<file path="src/rtl/osd_text_writer_if.sv">
// Command stream from the debugger control logic into the OSD text writer.
// The master drives a command and the slave signals acceptance with cmd_ready.
interface osd_text_writer_if;
  logic       cmd_valid;
  logic       cmd_ready;
  logic [1:0] cmd_op;
  logic [7:0] cmd_data;
  logic [5:0] cmd_col;
  logic [4:0] cmd_row;

  modport master (output cmd_valid, cmd_op, cmd_data, cmd_col, cmd_row, input cmd_ready);
  modport slave  (input cmd_valid, cmd_op, cmd_data, cmd_col, cmd_row, output cmd_ready);
endinterface

</file>
<file path="src/rtl/osd_text_writer.sv">
// Fills the OSD character RAM (port A) from a command stream and runs the
// frame-count timer that drives the overlay's osd_active enable.
module osd_text_writer #(
  parameter int              SCREEN_COLS    = 40,
  parameter int              SCREEN_ROWS    = 30,
  parameter int              ADDR_W         = 11,
  parameter logic [7:0]      CLEAR_CHAR     = 8'h20,
  parameter bit              CLEAR_ON_RESET = 1'b1
) (
  input  logic               clk,
  input  logic               reset_n,
  input  logic               vblank,
  osd_text_writer_if.slave   cmd,
  output logic               ram_we,
  output logic [ADDR_W-1:0]  ram_addr,
  output logic [7:0]         ram_data,
  output logic [5:0]         cursor_col,
  output logic [4:0]         cursor_row,
  output logic               busy,
  output logic               osd_active
);

  localparam int                TOTAL     = SCREEN_COLS * SCREEN_ROWS;
  localparam logic [ADDR_W-1:0] LAST_ADDR = ADDR_W'(TOTAL - 1);
  localparam logic [5:0]        COL_MAX   = 6'(SCREEN_COLS - 1);
  localparam logic [4:0]        ROW_MAX   = 5'(SCREEN_ROWS - 1);
  localparam logic [1:0]        OP_PUTC   = 2'd0;
  localparam logic [1:0]        OP_SETCUR = 2'd1;
  localparam logic [1:0]        OP_CLEAR  = 2'd2;
  localparam logic [1:0]        OP_SHOW   = 2'd3;

  generate
    if (TOTAL > (1 << ADDR_W) || SCREEN_COLS > 64 || SCREEN_ROWS > 32) begin : g_bad_geometry
      $error("osd_text_writer: screen geometry does not fit the address or cursor width");
    end
  endgenerate

  typedef enum logic {ST_IDLE, ST_CLEAR} state_t;

  state_t            state_reg, state_next;
  logic [5:0]        col_reg, col_next;
  logic [4:0]        row_reg, row_next;
  logic [ADDR_W-1:0] clr_addr_reg, clr_addr_next;
  logic              ram_we_reg, ram_we_next;
  logic [ADDR_W-1:0] ram_addr_reg, ram_addr_next;
  logic [7:0]        ram_data_reg, ram_data_next;
  logic [7:0]        frame_cnt_reg, frame_cnt_next;
  logic              osd_active_reg;
  logic              vblank_reg;
  logic              ready_reg;
  logic              busy_reg;

  logic              accept;
  logic              vblank_rise;
  logic [4:0]        row_inc;
  logic [ADDR_W-1:0] cursor_addr;

  assign accept      = cmd.cmd_valid & ready_reg;
  assign vblank_rise = vblank & ~vblank_reg;
  assign row_inc     = (row_reg == ROW_MAX) ? 5'd0 : row_reg + 5'd1;
  assign cursor_addr = ADDR_W'(row_reg) * ADDR_W'(SCREEN_COLS) + ADDR_W'(col_reg);

  always_comb begin
    state_next     = state_reg;
    col_next       = col_reg;
    row_next       = row_reg;
    clr_addr_next  = clr_addr_reg;
    ram_we_next    = 1'b0;
    ram_addr_next  = ram_addr_reg;
    ram_data_next  = ram_data_reg;
    frame_cnt_next = frame_cnt_reg;

    // A SHOW load takes priority over a coincident vblank decrement.
    if (accept && cmd.cmd_op == OP_SHOW) begin
      frame_cnt_next = cmd.cmd_data;
    end else if (vblank_rise && frame_cnt_reg != 8'd0) begin
      frame_cnt_next = frame_cnt_reg - 8'd1;
    end

    case (state_reg)
      ST_CLEAR: begin
        ram_we_next   = 1'b1;
        ram_addr_next = clr_addr_reg;
        ram_data_next = CLEAR_CHAR;
        clr_addr_next = clr_addr_reg + 1'b1;
        if (clr_addr_reg == LAST_ADDR) begin
          state_next = ST_IDLE;
          col_next   = 6'd0;
          row_next   = 5'd0;
        end
      end
      default: begin
        if (accept) begin
          case (cmd.cmd_op)
            OP_PUTC: begin
              if (cmd.cmd_data == 8'h0A) begin
                col_next = 6'd0;
                row_next = row_inc;
              end else begin
                ram_we_next   = 1'b1;
                ram_addr_next = cursor_addr;
                ram_data_next = cmd.cmd_data;
                if (col_reg == COL_MAX) begin
                  col_next = 6'd0;
                  row_next = row_inc;
                end else begin
                  col_next = col_reg + 6'd1;
                end
              end
            end
            OP_SETCUR: begin
              col_next = (cmd.cmd_col > COL_MAX) ? COL_MAX : cmd.cmd_col;
              row_next = (cmd.cmd_row > ROW_MAX) ? ROW_MAX : cmd.cmd_row;
            end
            OP_CLEAR: begin
              state_next    = ST_CLEAR;
              clr_addr_next = '0;
            end
            default: ;
          endcase
        end
      end
    endcase
  end

  // ready/busy are registered so both read 0 while reset is held.
  always_ff @(posedge clk or negedge reset_n) begin
    if (!reset_n) begin
      state_reg      <= CLEAR_ON_RESET ? ST_CLEAR : ST_IDLE;
      col_reg        <= 6'd0;
      row_reg        <= 5'd0;
      clr_addr_reg   <= '0;
      ram_we_reg     <= 1'b0;
      ram_addr_reg   <= '0;
      ram_data_reg   <= 8'd0;
      frame_cnt_reg  <= 8'd0;
      osd_active_reg <= 1'b0;
      vblank_reg     <= 1'b0;
      ready_reg      <= 1'b0;
      busy_reg       <= 1'b0;
    end else begin
      state_reg      <= state_next;
      col_reg        <= col_next;
      row_reg        <= row_next;
      clr_addr_reg   <= clr_addr_next;
      ram_we_reg     <= ram_we_next;
      ram_addr_reg   <= ram_addr_next;
      ram_data_reg   <= ram_data_next;
      frame_cnt_reg  <= frame_cnt_next;
      osd_active_reg <= (frame_cnt_reg != 8'd0);
      vblank_reg     <= vblank;
      ready_reg      <= (state_next == ST_IDLE);
      busy_reg       <= (state_next == ST_CLEAR);
    end
  end

  assign cmd.cmd_ready = ready_reg;
  assign ram_we        = ram_we_reg;
  assign ram_addr      = ram_addr_reg;
  assign ram_data      = ram_data_reg;
  assign cursor_col    = col_reg;
  assign cursor_row    = row_reg;
  assign busy          = busy_reg;
  assign osd_active    = osd_active_reg;

endmodule
</file>
<file path="src/flat_wrapper.sv">
// flat-port wrapper written by rule: the top's interface ports become plain ports
module osd_text_writer_flat 
#(
  parameter int              SCREEN_COLS    = 40,
  parameter int              SCREEN_ROWS    = 30,
  parameter int              ADDR_W         = 11,
  parameter logic [7:0]      CLEAR_CHAR     = 8'h20,
  parameter bit              CLEAR_ON_RESET = 1'b1
)
  (clk, reset_n, vblank, ram_we, ram_addr, ram_data, cursor_col, cursor_row, busy, osd_active, cmd_cmd_valid, cmd_cmd_op, cmd_cmd_data, cmd_cmd_col, cmd_cmd_row, cmd_cmd_ready);
  osd_text_writer_if cmd_i ();
  input  logic clk;
  input  logic reset_n;
  input  logic vblank;
  output logic ram_we;
  output logic [ADDR_W-1:0] ram_addr;
  output logic [7:0] ram_data;
  output logic [5:0] cursor_col;
  output logic [4:0] cursor_row;
  output logic busy;
  output logic osd_active;
  input wire logic [$bits(cmd_i.cmd_valid)-1:0] cmd_cmd_valid;
  input wire logic [$bits(cmd_i.cmd_op)-1:0] cmd_cmd_op;
  input wire logic [$bits(cmd_i.cmd_data)-1:0] cmd_cmd_data;
  input wire logic [$bits(cmd_i.cmd_col)-1:0] cmd_cmd_col;
  input wire logic [$bits(cmd_i.cmd_row)-1:0] cmd_cmd_row;
  output wire logic [$bits(cmd_i.cmd_ready)-1:0] cmd_cmd_ready;
  assign cmd_i.cmd_valid = cmd_cmd_valid;
  assign cmd_i.cmd_op = cmd_cmd_op;
  assign cmd_i.cmd_data = cmd_cmd_data;
  assign cmd_i.cmd_col = cmd_cmd_col;
  assign cmd_i.cmd_row = cmd_cmd_row;
  assign cmd_cmd_ready = cmd_i.cmd_ready;
  osd_text_writer #(.SCREEN_COLS(SCREEN_COLS), .SCREEN_ROWS(SCREEN_ROWS), .ADDR_W(ADDR_W), .CLEAR_CHAR(CLEAR_CHAR), .CLEAR_ON_RESET(CLEAR_ON_RESET)) u_core (.clk(clk), .reset_n(reset_n), .vblank(vblank), .cmd(cmd_i), .ram_we(ram_we), .ram_addr(ram_addr), .ram_data(ram_data), .cursor_col(cursor_col), .cursor_row(cursor_row), .busy(busy), .osd_active(osd_active));
endmodule
</file>
<file path="config.mk">
export PLATFORM = sky130hd
export DESIGN_NAME = osd_text_writer_flat
export DESIGN_NICKNAME = d
export VERILOG_FILES = /design/src/rtl/osd_text_writer_if.sv /design/src/rtl/osd_text_writer.sv /design/src/flat_wrapper.sv
export SDC_FILE = /design/constraint.sdc
export NUM_CORES = 1
export LEC_CHECK = 0
export CAP_MARGIN = 25
export CORE_ASPECT_RATIO = 1.5
export CORE_MARGIN = 2
export CORE_UTILIZATION = 57
export DETAILED_ROUTE_END_ITERATION = 12
export PLACE_DENSITY = 0.86
export SLEW_MARGIN = 25
export SYNTH_ARGS = -nofsm -noshare
export SYNTH_HDL_FRONTEND = slang
export SYNTH_SLANG_ARGS = --single-unit
</file>
<file path="constraint.sdc">
create_clock -name clk -period 5.9 [get_ports clk]
set_input_delay 1.18 -clock clk [delete_from_list [all_inputs] [get_ports clk]]
set_output_delay 1.18 -clock clk [all_outputs]
set_load 0.05 [all_outputs]
</file>
Word level (Yosys, flattened, before mapping)
Cells that the tools add are included.
Widths: inputs -> output; s select.
{"block": "totals", "regBits": 55, "in_bits": 25, "output_inout_bits": 34, "wordCells": 83}
{"block": "op_classes", "add_sub_neg": 5, "mul": 1, "n_lt_le_gt_ge": 2, "n_eq_ne": 10, "muxes": 36, "n_bitwise": 4, "n_reduce_logical": 13}
{"cell": "$mux 11", "n": 7}
{"cell": "$mux 8", "n": 6}
{"cell": "$mux 6", "n": 6}
{"cell": "$mux 5", "n": 7}
{"cell": "$pmux 6 s2", "n": 1}
{"cell": "$add 11x1->11 const B", "n": 1}
{"cell": "$add 11x6->11", "n": 1}
{"cell": "$eq 11x11->1 const B", "n": 1}
{"cell": "$pmux 5 s2", "n": 1}
{"cell": "$eq 8x4->1 const B", "n": 1}
{"cell": "$mul 5x3->8 const B", "n": 1}
{"cell": "$mux 1", "n": 8}
{"cell": "$reduce_bool 2->1", "n": 4}
{"cell": "$reduce_bool 8->1", "n": 1}
{"cell": "$sub 8x1->8 const B", "n": 1}
{"cell": "$add 6x1->6 const B", "n": 1}
{"cell": "$eq 6x6->1 const B", "n": 1}
{"cell": "$gt 6x6->1 const B", "n": 1}
{"cell": "$reduce_and 3->1", "n": 2}
{"cell": "$add 5x1->5 const B", "n": 1}
{"cell": "$eq 5x5->1 const B", "n": 1}
{"cell": "$gt 5x5->1 const B", "n": 1}
{"cell": "$eq 2x2->1 const B", "n": 2}
{"cell": "$ne 4x1->1 const B", "n": 1}
{"cell": "10 further kinds", "n": 13}

Depth between registers and ports, before layout
Gate-level depths: netlist of run 1.
{"block": "logic_depth", "depth_word": 7, "ltp_mapped": 7, "depth_no_buf": 7}

Worst setup path before layout of run 1
No wires, ideal clock.
{"block": "synth_path", "kind": "reg-to-reg", "from": "reg u_core.row_reg[1] (netlist: u_core.cursor_row[1])", "to": "reg u_core.ram_addr_reg[9] (netlist: u_core.ram_addr[9])", "setup_ns": 0.127, "t_arrival_ns": 2.350, "t_required_ns": 5.773, "path_slack_ns": 3.423, "stages_incl_launch_ff": 8, "n_path_buf": 0, "period_less_slack_ns": 2.477, "path_cell_list": "dfrtp_1 ha_1 ha_1 fa_1 xor2_1 nor3b_1 xnor2_1 o21ai_1"}
{"block": "synth_via", "elab_chain_cells": 6}
{"element": "from (decl)", "line_no": "osd_text_writer.sv:42", "text": "logic [4:0] row_reg, row_next;"}
{"element": "from (signal assigned)", "line_no": "osd_text_writer.sv:144", "text": "row_reg <= row_next;"}
{"element": "$mul 5x3->8", "line_no": "osd_text_writer.sv:61", "text": "assign cursor_addr = ADDR_W'(row_reg) * ADDR_W'(SCREEN_COLS) + ADDR_W'(col_reg);"}
{"element": "$add 11x6->11", "line_no": "osd_text_writer.sv:61"}
{"element": "$mux 11", "line_no": "osd_text_writer.sv:96", "text": "if (cmd.cmd_data == 8'h0A) begin"}
{"element": "$mux 11", "line_no": "osd_text_writer.sv:94", "text": "case (cmd.cmd_op)"}
{"element": "$mux 11", "line_no": "osd_text_writer.sv:93", "text": "if (accept) begin"}
{"element": "$mux 11", "line_no": "osd_text_writer.sv:80", "text": "case (state_reg)"}
{"element": "to (signal assigned)", "line_no": "osd_text_writer.sv:147", "text": "ram_addr_reg <= ram_addr_next;"}
{"element": "to (decl)", "line_no": "osd_text_writer.sv:45", "text": "logic [ADDR_W-1:0] ram_addr_reg, ram_addr_next;"}
No other way between the ends. The select of a mux whose other input is x is not followed.
A chain may end at the register's enable or synchronous reset.

Final worst setup path of run 1
{"block": "layout_path", "from": "in cmd_cmd_data[2]", "to": "reg u_core.ram_addr_reg[5] (netlist: u_core.ram_addr[5])"}
{"block": "layout_via", "elab_chain_cells": 3}
{"element": "from (decl)", "line_no": "flat_wrapper.sv:24", "text": "input wire logic [$bits(cmd_i.cmd_data)-1:0] cmd_cmd_data;"}
{"element": "$eq 8x4->1", "line_no": "osd_text_writer.sv:96"}
{"element": "$ne 2x1->1 (no line)"}
{"element": "$reduce_and 3->1 (no line)"}
No other way between the ends.

==> run summary, run 1 <==
The relative slew slack came out at 0.481. On the final layout, the worst clock skew is 8.36 ps. The synthesized cell area is 0.00321 mm^2. From bottom edge to top edge, the die measures 96.0 um. The worst hold slack is 517 ps. The final hold violation count came out at 0. For this run, global-route usage on met2 was measured as 0.465.

The number of buffers inserted by port buffering is 58. The number of vias per cell after detailed routing is 6.12. The flow ran to the end, and the final reports show no timing, DRC or antenna violations.

The count of final setup violators came out at 0. Clock tree synthesis found a total of 55 sinks. The design draws 1630 uW. The number of warnings printed during yosys synthesis is 0. The total congestion overflow is 0. Detailed routing inserted a total of 2,778 vias. The final net count is 425. The top-level I/O count came out at 59. The upper clock frequency limit came out at 315 MHz. The HPWL after detailed placement came out at 5.68 mm. The final weighted congestion of routability-driven global placement came out at 0.924. The leading area contributor after synthesis is sky130_fd_sc_hd__dfrtp_1. The critical path startpoint category is an input pin. The routed wire length per instance came out at 16.8 um.

The synthesized netlist contains 58 unique library cells. The transition time at the pin with the least slew margin came out at 776 ps. In this run the critical register-to-register path is captured at u_core.ram_addr[9]. The post-route clock period utilization came out at 0.539.

The setup path with the least slack is of type in -> reg. Along the worst hold path, the cell count comes to 1. The number of flops mapped to enable cells by yosys is 0. The row count is 33. The power density relative to cell area is 417 mW/mm^2. The number of clock buffers added by TritonCTS is 5. The layout-stage area growth over the synthesis result is 21.7%. CTS placed an instance of sky130_fd_sc_hd__clkbuf_8 at the clock tree root. The level count of the clock H-tree is 2. The average footprint of a synthesized cell came out at 9.71 um^2.

For this run, the total global-route usage over all layers was measured as 0.264. The first detailed-routing pass ran for 4 iterations. The type of destination of the critical path is a register. The final total negative setup slack came out at 0 ps.

In the routed design, unresolved DRC markers number 0. The slack of the worst reg-to-reg path is 3500 ps. The time the worst path needs with I/O delays and setup came out at 3180 ps.

The global-route met3 utilization is 0.0327. In this run, post-CTS repair resized a total of 0 instances. The horizontal extent of the die came out at 65.3 um. The starting density of the core is 0.590. Setup repair after global routing left no endpoint under its margin. The post-CTS setup buffer count is 0.

The sequential-to-total area share from yosys stat came out at 0.429. The initial antenna violation count is 0. Ranked by total cell area, the synthesized netlist is headed by sky130_fd_sc_hd__dfrtp_1 (42%), sky130_fd_sc_hd__ha_1 (5.8%), sky130_fd_sc_hd__nor2_1 (3.5%), sky130_fd_sc_hd__a21oi_1 (3.1%), sky130_fd_sc_hd__nand2_1 (3.0%). In this run, synthesis produced a sequential element count of 55. The share of synthesized area in the top cell type comes to 0.421. The die area came out at 0.00627 mm^2. In the layout the commonest cells are sky130_fd_sc_hd__clkdlybuf4s50_1 (57), sky130_fd_sc_hd__dfrtp_1 (54), sky130_fd_sc_hd__nor2_1 (30), sky130_fd_sc_hd__nand2_1 (26), sky130_fd_sc_hd__a21oi_1 (20). In this run the most critical hold path is launched from u_core.ram_data[7].

The min-delay analysis places its worst path in the category reg -> reg. The endpoint required time on the critical path is 6100 ps. The wire length of the first global-routing pass came out at 12.7 mm. TritonCTS built the clock tree. The layer flagged by global routing as most heavily used is met2.

The critical path arrival is 3380 ps. The most frequently used flop master after synthesis is sky130_fd_sc_hd__dfrtp_1. The total leakage power came out at 0.00165 uW. The critical path starts at cmd_cmd_data[2]. The clock latency of the later-clocked register in the worst-skew pair is 320 ps.

The library cell used most frequently in the layout, excluding fill and tap cells, is sky130_fd_sc_hd__clkdlybuf4s50_1. The number of global-route vias before repair is 2,639. The synthesized instance count came out at 331. The worst min-delay path endpoint is u_core.ram_data[7]. The utilization after layout is 0.717. The max-slew violation count is 0.

When the netlist entered floorplanning its net count stood at 373. The wire length after detailed routing came out at 7.64 mm. The remaining number of nets flagged by the antenna check after routing came out at 0. The antenna diode count is 0. The launching point of the worst reg2reg path is u_core.cursor_row[1]. In the final layout, the share of cells above drive strength 1 is 0.0807.

Measured in cells, the most critical reg-to-reg path has a length of 7. No sink is reached through more buffers than the 2 on the longest clock path. Of all nets on the critical path, the largest fanout is 12. Across the VDD grid, the largest voltage drop is 0.200 mV. The fraction of met1 tracks used by global routing is 0.322. After clock tree synthesis, the flow added hold-fix buffers numbering 0. The maximum number of pins on one net before global-route repair came out at 56.

The starting DRC count in detailed routing is 195. The total of max-cap violations came out at 0. The area of the core came out at 0.00545 mm^2. The clock-pin slew on the worst setup and hold paths came out at 90 ps.

In the synthesized netlist the async set-or-reset flop fraction comes to 1.00.
-- area by class of cell --
type | count | area (um^2)
Multi-Input combinational cell | 251 | 1730
Fill cell | 427 | 1540
Sequential cell | 55 | 1380
Timing Repair Buffer | 59 | 583
Tap cell | 70 | 87.6
Clock buffer | 6 | 72.6
Inverter | 11 | 41.3
Clock inverter | 2 | 12.5
-- stage by stage --
stage	cell area [um^2]	instances	setup slack [ps]
final	3910	454	2720
after global placement	3820	446	2500
after floorplan	3210	331	3420
after detailed placement	3820	446	2380
after global routing	3910	454	2590
after CTS	3900	454	2730
-- how the worst max path moves through the flow --
stage,endpoint,slack [ps],depth (start not counted)
after CTS,u_core.ram_addr[8],2730,7
after floorplan,u_core.ram_addr[9],3420,7
after detailed placement,u_core.ram_addr[8],2380,7
after global routing,u_core.ram_addr[8],2590,7
final,u_core.ram_addr[5],2720,6
after global placement,u_core.ram_addr[8],2500,7
-- synth_stat cells, drive strengths merged (3+ instances only) --
cell,count
a21oi,20
a22o,11
a31oi,8
and2,3
and4,3
buf,8
clkbuf,6
dfrtp,54
ha,15
inv,11
mux2,5
nand2,27
nand3,14
nand4,5
nor2,30
nor2b,5
nor3,12
nor4b,4
o21ai,27
o22ai,9
or3,4
xnor2,11
xor2,8
-- routing by layer --
metal,wire length (um),vias to the layer above
met5,0,-
met4,207,0
met3,358,17
met2,3990,107
met1,3090,1347
li1,-,1307
-- report_power, final --
part,switching [uW],internal (uW)
Combinational,453,305
Sequential,173,492
Clock,122,83.2
Total,749,881
-- worst max-delay path: stages --
cell,delay [ps]
sky130_fd_sc_hd__clkdlybuf4s50_1,480
sky130_fd_sc_hd__nor4b_2,340
sky130_fd_sc_hd__nand2_1,240
sky130_fd_sc_hd__a31oi_2,620
sky130_fd_sc_hd__inv_2,250
sky130_fd_sc_hd__o221a_1,270
-- cells by family (layout without fill, tap and decap cells) --
kind of cell,count (synthesis),in the layout,share of synthesized area
buffers and inverters,25,78,0.0331
AO/OA/AOI/OAI,90,90,0.187
flip-flops,55,55,0.429
adder cells (fa/ha/maj),17,17,0.0709
multiplexers,7,7,0.0284
AND/OR/NAND/NOR,118,118,0.200
XOR/XNOR,19,19,0.0518
Note: power is estimated with default switching activity, not from simulation.
==> inputs of run 2 (changes only) <==
CORE_UTILIZATION = 53   (was 57)
PLACE_DENSITY = 0.81   (was 0.86)
clock period = 3.25 ns   (was 5.9 ns; I/O delays follow)
==> run 2 against run 1 <==
Net effect:
- hold slack got worse by 210 ps
- design area rose by 0.90%
- first-iteration DRC count fell by 14%
- clock power rose by 79%
- non-clock buffer count rose by 5
- register-to-register slack got worse by 2700 ps
- clock skew fell by 3.6 ps
==> run summary, run 2 (synthesis results as in run 1) <==
The initial utilization of the core area, before any placement, comes to 0.551. The relative slew slack is 0.557. The time the worst path needs with I/O delays and setup came out at 2420 ps.

The power density relative to cell area came out at 747 mW/mm^2. The wire length after detailed routing came out at 7.53 mm. Of the cells placed in the final design, the portion with a size suffix greater than 1 is 0.0900. The total routing resource utilization after global routing is 0.248. The die covers 0.00671 mm^2.

The final hold violation count was 0. The number of hold buffers added after CTS came out at 0. Dividing the detail-routed via count by the number of cells gives 6.00.

The slack of the worst reg-to-reg path is 830 ps. The pre-antenna-repair detailed-routing pass consisted of 4 iterations. The HPWL after detailed placement is 5.70 mm. The critical path startpoint category is a register.

The peak fanout along the critical path is 9. The upper clock frequency limit came out at 413 MHz. The max-slew violation count is 0. In this run the remaining antenna-violating nets after routing total 0. The area of the core came out at 0.00583 mm^2. Traced cell by cell, the critical path runs through ha_1 > ha_1 > fa_1 > xor2_1 > nor3b_1 > xnor2_1 > o21ai_1. On the critical path, the stage with the largest delay is an instance of sky130_fd_sc_hd__dfrtp_1.

The transition time at the pin with the least slew margin is 664 ps. The worst setup path is captured at a register. The row count came out at 34. The top cell types in the final layout, fill and taps aside, are sky130_fd_sc_hd__clkdlybuf4s50_1 (57), sky130_fd_sc_hd__dfrtp_1 (54), sky130_fd_sc_hd__nor2_1 (30), sky130_fd_sc_hd__nand2_1 (26), sky130_fd_sc_hd__a21oi_1 (20). The cell family contributing the most delay on the critical path is adder cells. The number of global-route vias before repair is 2,769. The largest vdd supply drop is 0.370 mV. The die height is 99.4 um. The post-route clock period utilization came out at 0.746. The horizontal extent of the die is 67.6 um. The starting DRC count in detailed routing came out at 168. The antenna diode count came out at 0. For this design the static power due to leakage is 0.00167 uW. The detailed router placed 2,764 vias in this run. TritonCTS built the clock tree. Clock-pin slew was measured on the worst setup and hold paths at 90 ps. The finished cells cover 0.00394 mm^2. In this design, the critical path's most frequently occurring cell is sky130_fd_sc_hd__ha_1. The setup clock skew after layout came out at 4.75 ps. The H-tree was split into 2 levels. The total buffers and inverters traversed by the critical path is 0.

The maximum buffer depth of the clock tree came out at 2. After detailed routing, the number of remaining DRC violations is 0. The wire length of the first global-routing pass is 12.9 mm. Setup repair after global routing left no endpoint under its margin. The path class of the tightest hold or removal check is in -> async.

The total of max-cap violations came out at 0. The count of final setup violators came out at 0. The cell area reported after detailed placement is 0.00386 mm^2. The critical path arrival came out at 2610 ps. The critical path is of the reg -> reg type. The cell at the root of the clock tree is sky130_fd_sc_hd__clkbuf_8. The routed wire length per instance came out at 16.3 um.

The endpoint required time on the critical path came out at 3440 ps. After routing, the total negative slack on setup checks comes to 0 ps. Entering global routing, the biggest net connects 25 pins. The final weighted congestion of routability-driven global placement came out at 0.867. The total congestion overflow is 0. The number of gates resized after CTS is 0. From synthesis to final layout, the design area changed by 22.7%. The post-CTS setup buffer count is 0. The launching point of the worst reg2reg path is u_core.cursor_row[1].

The top-level I/O count came out at 59. The clock net sink count is 55. The clock latency of the later-clocked register in the worst-skew pair came out at 300 ps. The flow ran to the end, and the final reports show no timing, DRC or antenna violations.

The critical register-to-register path endpoint is u_core.ram_addr[9]. For this run, the post-layout net count is 430. The maximum cell stage delay along the critical path is 510 ps.

In this run the tool buffered the top-level ports with 58 buffer cells. The number of cells on the worst reg-to-reg path is 7. The initial antenna violation count is 0. The most common library cell in the layout ignoring fill and taps is sky130_fd_sc_hd__clkdlybuf4s50_1. The TritonCTS buffer count came out at 5.
[run 2: changes by cell type in the layout (fill, tap and decap cells not counted)]
cell / delta
sky130_fd_sc_hd__buf_4: +5
sky130_fd_sc_hd__nor3_1: +1
sky130_fd_sc_hd__nor3_2: -1
[run 2: per-stage QoR]
stage	instances	total power (uW)	hold WS [ps]	setup WS, ps	util
floorplan	331	2130	354	773	-
global placement	453	2550	491	712	0.662
CTS	461	2960	321	808	0.677
detailed placement	453	2590	493	706	0.662
finish	461	2950	309	826	0.677
global route	461	3150	344	702	0.677
[run 2: area by class of cell]
type	instances	area (um^2)
sequential	55	1380
fill	465	1880
timing repair buffer	64	621
clock inverter	2	12.5
tap	72	90.1
inverter	11	41.3
clock buffer	6	72.6
multi-input combinational	251	1730
[run 2: power by group]
| part | switching, uW | total (uW) | internal (uW) |
|---|---|---|---|
| clock network | 217 | 368 | 151 |
| logic | 820 | 1380 | 560 |
| registers | 306 | 1200 | 894 |
[run 2: worst register-to-register path, cell delays in order (launching register included)]
cell                      delay [ps]
sky130_fd_sc_hd__dfrtp_1         510
sky130_fd_sc_hd__ha_1            360
sky130_fd_sc_hd__ha_1            230
sky130_fd_sc_hd__fa_1            400
sky130_fd_sc_hd__xor2_1          250
sky130_fd_sc_hd__nor3b_1         280
sky130_fd_sc_hd__xnor2_1         190
sky130_fd_sc_hd__o21ai_1          80
[run 2: how the worst max path moves through the flow]
stage,start,to,slack (ps),cells past startpoint
5_1_grt,u_core.cursor_row[1],u_core.ram_addr[9],700,7
2_1_floorplan,u_core.cursor_row[1],u_core.ram_addr[9],770,7
3_3_place_gp,cmd_cmd_data[3],u_core.cursor_row[1],710,6
6_report,u_core.cursor_row[1],u_core.ram_addr[9],830,7
3_5_place_dp,cmd_cmd_data[3],u_core.cursor_row[1],710,6
4_1_cts,u_core.cursor_row[1],u_core.ram_addr[9],810,7
[run 2: routing by layer]
metal / vias to the layer above / track usage / wire length [um]
met5: - / 0 / 0
met4: 0 / 0.0958 / 129
met3: 10 / 0.0283 / 310
met2: 78 / 0.425 / 3850
met1: 1358 / 0.312 / 3250
li1: 1318 / - / -
==> inputs of run 3 (changes only) <==
clock period = 2.3 ns   (was 3.25 ns; I/O delays follow)
==> run 3 against run 2 <==
Net effect:
- flip-flop and latch count did not move
- sequential power rose by 34%
- core utilization rose by 4.6 points
- sequential share of layout area fell by 2.1 points
- clock-buffer cell count did not move
- power rose by 51%
- design area rose by 6.8%
- critical endpoint is now cursor_col[4]
- largest cell class unchanged
==> run summary, run 3 (synthesis results as in run 1) <==
Across the VDD grid, the largest voltage drop is 0.522 mV. The final hold violation count was 0. The remaining number of nets flagged by the antenna check after routing came out at 0. The peak fanout along the critical path is 7.

The number of vias in the routed layout is 2,917. The layout-stage area growth over the synthesis result is 31.1%. The post-route DRC violation count came out at 0.

The total routing resource utilization after global routing came out at 0.273. The row count is 34. Setup violations remaining at the end of the flow were counted as 0. The clock net sink count is 55. The max-slew violation count came out at 0. Traced cell by cell, the critical path runs through clkdlybuf4s50_1.

For this design the top-level I/O count stands at 59. The wire length after detailed routing is 8.43 mm. The first detailed-routing pass ran for 4 iterations. The detailed-route wire length on metal 1 is 3.29 mm.

The final total negative setup slack came out at 0 ps. The total of max-cap violations is 0. The maximum buffer depth of the clock tree is 2.

The routed wire length per instance is 17.3 um. The worst pin sits at a relative slew slack of 0.540. The clock-pin slew on the worst setup and hold paths is 100 ps. The highest metal layer with signal wires is met4. The most common library cell in the layout ignoring fill and taps is sky130_fd_sc_hd__clkdlybuf4s50_1. The kind of cell with the highest combined delay along the critical path is buffers and inverters.

The critical path arrival came out at 1740 ps. The floorplan step defined a die boundary enclosing 0.00671 mm^2. The final net count is 457. The number of global-route vias before repair came out at 2,993.

Prior to clock tree synthesis, the placed netlist has a worst setup slack of -251 ps. The number of buffers inserted by port buffering came out at 58. The root buffer cell chosen for the clock tree is sky130_fd_sc_hd__clkbuf_8.

The endpoint required time on the critical path came out at 1840 ps. The fraction of layout instances using a drive strength above 1 came out at 0.166. Leaving out fill and tap cells, the most frequent cells in the layout are sky130_fd_sc_hd__clkdlybuf4s50_1 (57), sky130_fd_sc_hd__dfrtp_1 (51), sky130_fd_sc_hd__buf_4 (32), sky130_fd_sc_hd__nor2_1 (30), sky130_fd_sc_hd__nand2_1 (26). The level count of the clock H-tree is 2. The met2 wirelength from detailed routing came out at 4.50 mm. In this run the post-CTS setup repair buffer count came out at 0. In this run the worst hold path is classified as in -> async. The upper clock frequency limit came out at 454 MHz. The first global-routing pass estimated 13.9 mm of wire. The starting density of the core is 0.551. The starting DRC count in detailed routing is 188.

The critical path is of the reg -> out type. Routability-driven placement finished with a final weighted congestion of 0.921. The total congestion overflow came out at 0. The run finished with clean final reports.

The maximum cell stage delay along the critical path came out at 880 ps. Dividing the final minimum period by the clock period gives 0.958. The power density relative to cell area is 1060 mW/mm^2. The time the worst path needs with I/O delays and setup came out at 2200 ps. The floorplan step set the die height to 99.4 um. The antenna diode count came out at 0. The slowest stage of the critical path belongs to the cell sky130_fd_sc_hd__clkdlybuf4s50_1. The worst setup path is captured at an output port. Entering global routing, the biggest net connects 34 pins.

TritonCTS built the clock tree. Setup repair after global routing left no endpoint under its margin. The later pin in the worst-skew pair is clocked with a latency of 310 ps. The number of vias per cell after detailed routing came out at 5.98.

The total met3 wirelength after detailed routing came out at 388 um. The horizontal extent of the die came out at 67.6 um. The initial antenna violation count came to 0. The total leakage power is 0.00183 uW. For the final database, setup skew stands at 11.8 ps. The transition time at the pin with the least slew margin came out at 686 ps. The worst-case setup margin in the final layout is 97.5 ps. The total buffers and inverters traversed by the critical path came out at 1. The area of the core came out at 0.00583 mm^2. STA classifies the critical path startpoint as a register. The HPWL after detailed placement is 6.53 mm. The TritonCTS buffer count is 5.
==> run 3: layer usage <==
metal  global-route usage  vias up
met5                    0        -
met2                0.480       96
met1                0.321     1430
met4                0.127        0
li1                     -     1366
met3               0.0328       25
==> run 3: layout make-up <==
cell class	instances	area, um^2
Clock inverter	2	35.0
Timing Repair Buffer	91	836
Clock buffer	6	82.6
Inverter	11	41.3
Sequential cell	55	1380
Multi-Input combinational cell	251	1750
Fill cell	437	1620
Tap cell	72	90.1
==> run 3: stage by stage <==
step	instances	hold slack (ps)	area [um^2]	power, uW	utilization
floorplan	331	164	3220	3010	-
global placement	480	352	4080	3700	0.700
detailed placement	480	356	4080	3780	0.700
CTS	488	12.2	4200	4450	0.720
global route	488	4.86	4210	4730	0.723
finish	488	15.7	4210	4450	0.723
==> run 3: path summary, 6_finish.rpt <==
check	startpoint	endpoint	slack [ps]	cells past startpoint
worst min-delay path	reset_n	u_core.frame_cnt_reg[6]	20	1
worst min register to register	u_core.ram_addr[4]	u_core.ram_addr[4]	520	2
max in group asynchronous	reset_n	u_core.state_reg	1750	2
min in group clk	u_core.ram_addr[4]	u_core.ram_addr[4]	520	2
worst max-delay path	u_core.cursor_col[4]	cursor_col[4]	100	1
worst max register to register	u_core.cursor_row[1]	u_core.ram_addr[10]	140	7
==> run 3: power breakdown <==
part / leakage (uW) / switching [uW] / internal, uW
sequential: 0.000678 / 346 / 1270
combinational: 0.00109 / 1290 / 880
clock: 0.0000612 / 315 / 353
==> run 3: repair_timing <==
action                                  4_1_cts  5_1_grt
hold buffers                                  0        0
resized for setup                             0        2
endpoints found under the setup margin        0        1
